File: src/rtl/lmsm_sequencer.sv
// lmsm_sequencer: expands one accepted LM/SM instruction into one micro-op
// per set mask bit, lowest register index first. It sits between decode and
// register-read, holds fetch while it is sequencing, and honours downstream
// stall and pipeline flush.
module lmsm_sequencer #(
    parameter int          NREG   = 8,
    parameter int          AW     = 3,
    parameter logic [3:0]  OPC_LM = 4'b0110,
    parameter logic [3:0]  OPC_SM = 4'b0111
) (
    input  logic          clk,
    input  logic          rst_n,
    input  logic          ir_valid,
    input  logic [15:0]   ir,
    output logic          ir_ready,
    input  logic          stall_in,
    input  logic          flush,
    output logic          hold_fetch,
    output logic          uop_valid,
    output logic          uop_is_sm,
    output logic [AW-1:0] uop_base,
    output logic [AW-1:0] uop_reg,
    output logic [AW-1:0] uop_offset,
    output logic          uop_last
);

    typedef enum logic {
        IDLE = 1'b0,
        SEQ  = 1'b1
    } state_t;

    localparam logic [NREG-1:0] MASK_ONE   = NREG'(1);
    localparam logic [AW-1:0]   OFFSET_ONE = AW'(1);

    state_t            state;
    logic [NREG-1:0]   mask_q;
    logic [AW-1:0]     base_q;
    logic [AW-1:0]     offset_q;
    logic              sm_q;

    logic [3:0]        ir_opc;
    logic [NREG-1:0]   ir_mask;
    logic [AW-1:0]     ir_base;
    logic              ir_is_lmsm;
    logic              accept;
    logic              in_seq;
    logic [NREG-1:0]   mask_clr_low;
    logic              mask_single;
    logic              unused_ir_bits;

    // Index of the lowest set bit; scanning downward lets the lowest hit win.
    function automatic logic [AW-1:0] lowest_set(input logic [NREG-1:0] m);
        logic [AW-1:0] r;
        r = '0;
        for (int i = NREG - 1; i >= 0; i--) begin
            if (m[i]) r = AW'(i);
        end
        return r;
    endfunction

    // Fit the 3-bit RA field into an AW-wide register address (truncate or
    // zero-extend depending on how many registers this build has).
    function automatic logic [AW-1:0] fit_base(input logic [2:0] ra);
        logic [AW-1:0] r;
        r = '0;
        for (int i = 0; i < AW; i++) begin
            if (i < 3) r[i] = ra[i];
        end
        return r;
    endfunction

    // Instruction field decode.
    assign ir_opc     = ir[15:12];
    assign ir_mask    = ir[NREG-1:0];
    assign ir_base    = fit_base(ir[11:9]);
    assign ir_is_lmsm = (ir_opc == OPC_LM) || (ir_opc == OPC_SM);

    // Mask bits above NREG-1 are deliberately ignored for narrow builds.
    assign unused_ir_bits = ^ir;

    // Handshake: only flush reaches an output combinationally.
    assign in_seq   = (state == SEQ);
    assign ir_ready = (state == IDLE) && !flush;
    assign accept   = ir_valid && ir_ready && ir_is_lmsm;

    // Mask bookkeeping: drop the bit being consumed; detect the final one.
    assign mask_clr_low = mask_q & (mask_q - MASK_ONE);
    assign mask_single  = (mask_q != '0) && (mask_clr_low == '0);

    // Micro-op outputs are decoded purely from registered state and forced
    // to their inactive values outside SEQ.
    assign hold_fetch = in_seq;
    assign uop_valid  = in_seq;
    assign uop_is_sm  = in_seq && sm_q;
    assign uop_base   = in_seq ? base_q : '0;
    assign uop_reg    = in_seq ? lowest_set(mask_q) : '0;
    assign uop_offset = in_seq ? offset_q : '0;
    assign uop_last   = in_seq && mask_single;

    // Sequencer FSM: flush beats stall, stall beats advance.
    always_ff @(posedge clk or negedge rst_n) begin
        if (!rst_n) begin
            state    <= IDLE;
            mask_q   <= '0;
            base_q   <= '0;
            offset_q <= '0;
            sm_q     <= 1'b0;
        end else if (flush) begin
            state  <= IDLE;
            mask_q <= '0;
        end else begin
            case (state)
                IDLE: begin
                    // A zero-mask LM/SM is consumed here with no micro-ops.
                    if (accept && (ir_mask != '0)) begin
                        state    <= SEQ;
                        mask_q   <= ir_mask;
                        base_q   <= ir_base;
                        offset_q <= '0;
                        sm_q     <= (ir_opc == OPC_SM);
                    end
                end
                SEQ: begin
                    if (!stall_in) begin
                        mask_q   <= mask_clr_low;
                        offset_q <= offset_q + OFFSET_ONE;
                        if (mask_single) state <= IDLE;
                    end
                end
                default: begin
                    state  <= IDLE;
                    mask_q <= '0;
                end
            endcase
        end
    end

endmodule

File: config.mk
export PLATFORM = sky130hd
export DESIGN_NAME = lmsm_sequencer
export DESIGN_NICKNAME = d
export VERILOG_FILES = /design/src/rtl/lmsm_sequencer.sv
export SDC_FILE = /design/constraint.sdc
export NUM_CORES = 1
export LEC_CHECK = 0
export ABC_AREA = 1
export CAP_MARGIN = 20
export CORE_MARGIN = 5
export CORE_UTILIZATION = 46
export CTS_CLUSTER_DIAMETER = 30
export CTS_CLUSTER_SIZE = 14
export DETAILED_ROUTE_END_ITERATION = 8
export GPL_TIMING_DRIVEN = 0
export HOLD_SLACK_MARGIN = 0.02
export PLACE_DENSITY = 0.8
export SETUP_SLACK_MARGIN = 0.1
export SYNTH_ARGS = -nofsm -noshare
export SYNTH_HDL_FRONTEND = slang
export SYNTH_SLANG_ARGS = --single-unit
File: constraint.sdc
create_clock -name clk -period 1.83 [get_ports clk]
set_clock_uncertainty 0.05 [all_clocks]
set_input_delay 0.183 -clock clk [delete_from_list [all_inputs] [get_ports clk]]
set_output_delay 0.183 -clock clk [all_outputs]
set_load 0.01 [all_outputs]
==> reports/metrics.csv <==
metric,value,unit
synth_top_family_by_area,simple AND/OR/NAND/NOR gates,
status,finished clean,
r2r_cells,10,
antenna_found_initial,0,
synthAdderAreaFrac,1.106,%
grt_pass1_vias,1259,
grt_pass1_wl,5382,microns
min_period,1811,ps
synth-compound-area-share,10.07,%
cts_buffers,3,
cap_violations,0,
synth.distinct_cells,22,
layout-area-overhead-vs-synth,43.92,%
synth-xor-area-share,0.7743,%
grt.overflow.total,0,
power_density,561.5,nW/um^2
die_area,3550,sq um
clk_path_buf_depth,2,
worst_pin_slew,725.5,ps
muxShareOfSynthArea,0,%
slew_headroom,51.48,%
cts_sinks,16,
setup_viol,0,
core_area,2410,sq um
slowest_stage,dfrtp_2,
regToRegSetupSlack,300,ps
crit_type,flip-flop to primary output,
vdd_drop_max,0.6506,mV
crit_path_start_kind,flip-flop,
slowest_delay,460,ps
synthArstFlopShare,100.0,%
drc,0,
syn_nets,194,
path_delay_family,simple AND/OR/NAND/NOR gates,
first_iter_violations,43,
synth_area_leaders,"dfrtp_1 (35%), nand2_1 (22%), inv_1 (7.3%), nor2_1 (5.3%), o21ai_2 (3.9%)",
ios,35,
numPortBuffers,33,
first_pass_iters,6,
power.leakage,0.9142,nW
syn-instance-count,172,
synthTopCellsByCount,"nand2_1 (66), inv_1 (22), dfrtp_1 (16), nor2_1 (16), o21ai_0 (8)",
drv_slew,0,
wl_per_cell,12.94,microns
cts_max_level,1,
syn_area,1131,sq um
grt_usage,20.20,%
yosys_register_bits,16,
synthFlopType,dfrtp_1,
ant_nets,0,
critPathBufInv,1,
period_share,98.98,%
path_depth,7,
clk_latency,290,ps
synth_simple_gate_area_share,41.92,%
ys_seq_area_share,35.40,%
hold_path_class,input pin to asynchronous set/reset pin,
yosys.area.top_type,dfrtp_1,
yosys_warnings,0,
die_w,59.59,microns
synth_area_per_cell,6.576,sq um
synth_edf_count,0,
wl,3196,microns
final_cells,247,
die_h,59.59,microns
crit_top_cell,nand2_1,
required,1600,ps
antenna_cells,0,
cts_tree,built,
dpl.hpwl,2376,microns
vias,1236,
gp_congestion,0.8981,
arrival,1580,ps
rsz0062_at_grt,yes,
end_kind,primary output,
start_util,46.94,%
nNetsFinal,241,
grt_max_degree,17,
cts_hold_buffers,0,
fmaxAchievable,0.5521,GHz
synth.top_cell.area_share,35.40,%
hold_viol_final,0,
crit_chain,nor2_4 > nand2_1 > nand2_1 > nand3_1 > nor2_2 > and2_4 > buf_6,
crit_fanout,5,
layout-drive-gt1-share,20.74,%
synthMostInstantiatedCell,nand2_1,
place_inst,235,
avgViaCountPerCell,5.004,
row_count,18,
power,0.0009140,W
cts-root-buf,clkbuf_4,
clk_pin_slew,100,ps
-- cell families after synthesis --
family                     Yosys count
xor gates and xnor gates             1
adders and majority gates            1
DFF                                 16
buffers and inverters               28
and+or+nand+nor                    107
AOI/OAI and AO/OA                   19
-- placed cells by master, fill, tap and decap left out --
master,count
a21oi_1,6
and2_4,1
buf_12,1
buf_2,1
buf_4,10
buf_6,3
clkbuf_1,1
clkbuf_2,1
clkbuf_4,3
clkdlybuf4s15_1,1
clkdlybuf4s50_1,19
dfrtp_1,12
dfrtp_2,4
dlygate4sd2_1,9
dlymetal6s2s_1,1
ha_1,1
inv_1,22
inv_4,1
nand2_1,65
nand2_2,7
nand2_4,3
nand3_1,6
nand4_1,4
nor2_1,12
nor2_2,1
nor2_4,4
nor3_1,3
o21ai_0,7
o21ai_1,1
o21ai_2,5
or4_1,1
xnor2_1,1
-- what timing repair did --
| action | in CTS | in global routing |
|---|---|---|
| resized for setup | 28 | 13 |
| endpoints found under the hold margin | 0 | 0 |
| setup buffers | 5 | 4 |
| endpoints found under the setup margin | 13 | 5 |
| pin swaps | 0 | 6 |
-- path summary, 6_finish.rpt --
check / to / start
hold / removal: base_q[2]$_DFFE_PN0P_ / rst_n
setup / recovery: uop_last / mask_q[0]$_DFFE_PN0P_
min in group clk: base_q[2]$_DFFE_PN0P_ / ir[11]
setup reg to reg: mask_q[4]$_DFFE_PN0P_ / hold_fetch$_DFF_PN0_
max in group asynchronous: mask_q[2]$_DFFE_PN0P_ / rst_n
hold reg to reg: base_q[2]$_DFFE_PN0P_ / base_q[2]$_DFFE_PN0P_
-- report_power, final --
group	total [W]	switching (W)	leakage [nW]	internal [W]
Clock	0.000189	0.000112	0.0138	0.0000765
Combinational	0.000287	0.000152	0.696	0.000135
Sequential	0.000438	0.0000414	0.205	0.000397
-- sequential cells by signal (all words and copies together), names as in the netlist --
register,cells
sm_q,1
mask_q,8
offset_q,3
hold_fetch,1
base_q,3
-- final cells by class --
class	instances	area [sq um]
fillers	235	782.0
multi-input cells	128	639.4
flip-flops and latches	16	405.4
repair buffers	42	392.9
inverters	23	88.84
plain buffers	5	41.29
well taps	30	37.54
clock buffers	3	22.52
-- per-layer routing --
layer | up-vias | track usage (%) | wire length (microns)
met3 | 6 | 3.050 | 163
met5 | - | 0 | 0
met2 | 43 | 37.60 | 1690
li1 | 624 | - | -
met4 | 0 | 6.013 | 69
met1 | 563 | 23.55 | 1272
-- metrics by stage --
stage	worst slack (ps)	area (sq um)	hold WS, ps	utilization, %	TNS [ps]
after detailed placement	-194.6	1499	415.6	62.20	-194.6
after CTS	-78.14	1589	294.3	65.94	-78.14
after floorplan	457.7	1131	-162.6	-	0
after global placement	-167.4	1499	412.7	62.20	-167.4
final	18.73	1628	266.0	67.55	0
after global routing	-50.13	1628	361.8	67.55	-50.13
Note: power is estimated with default switching activity, not from simulation.
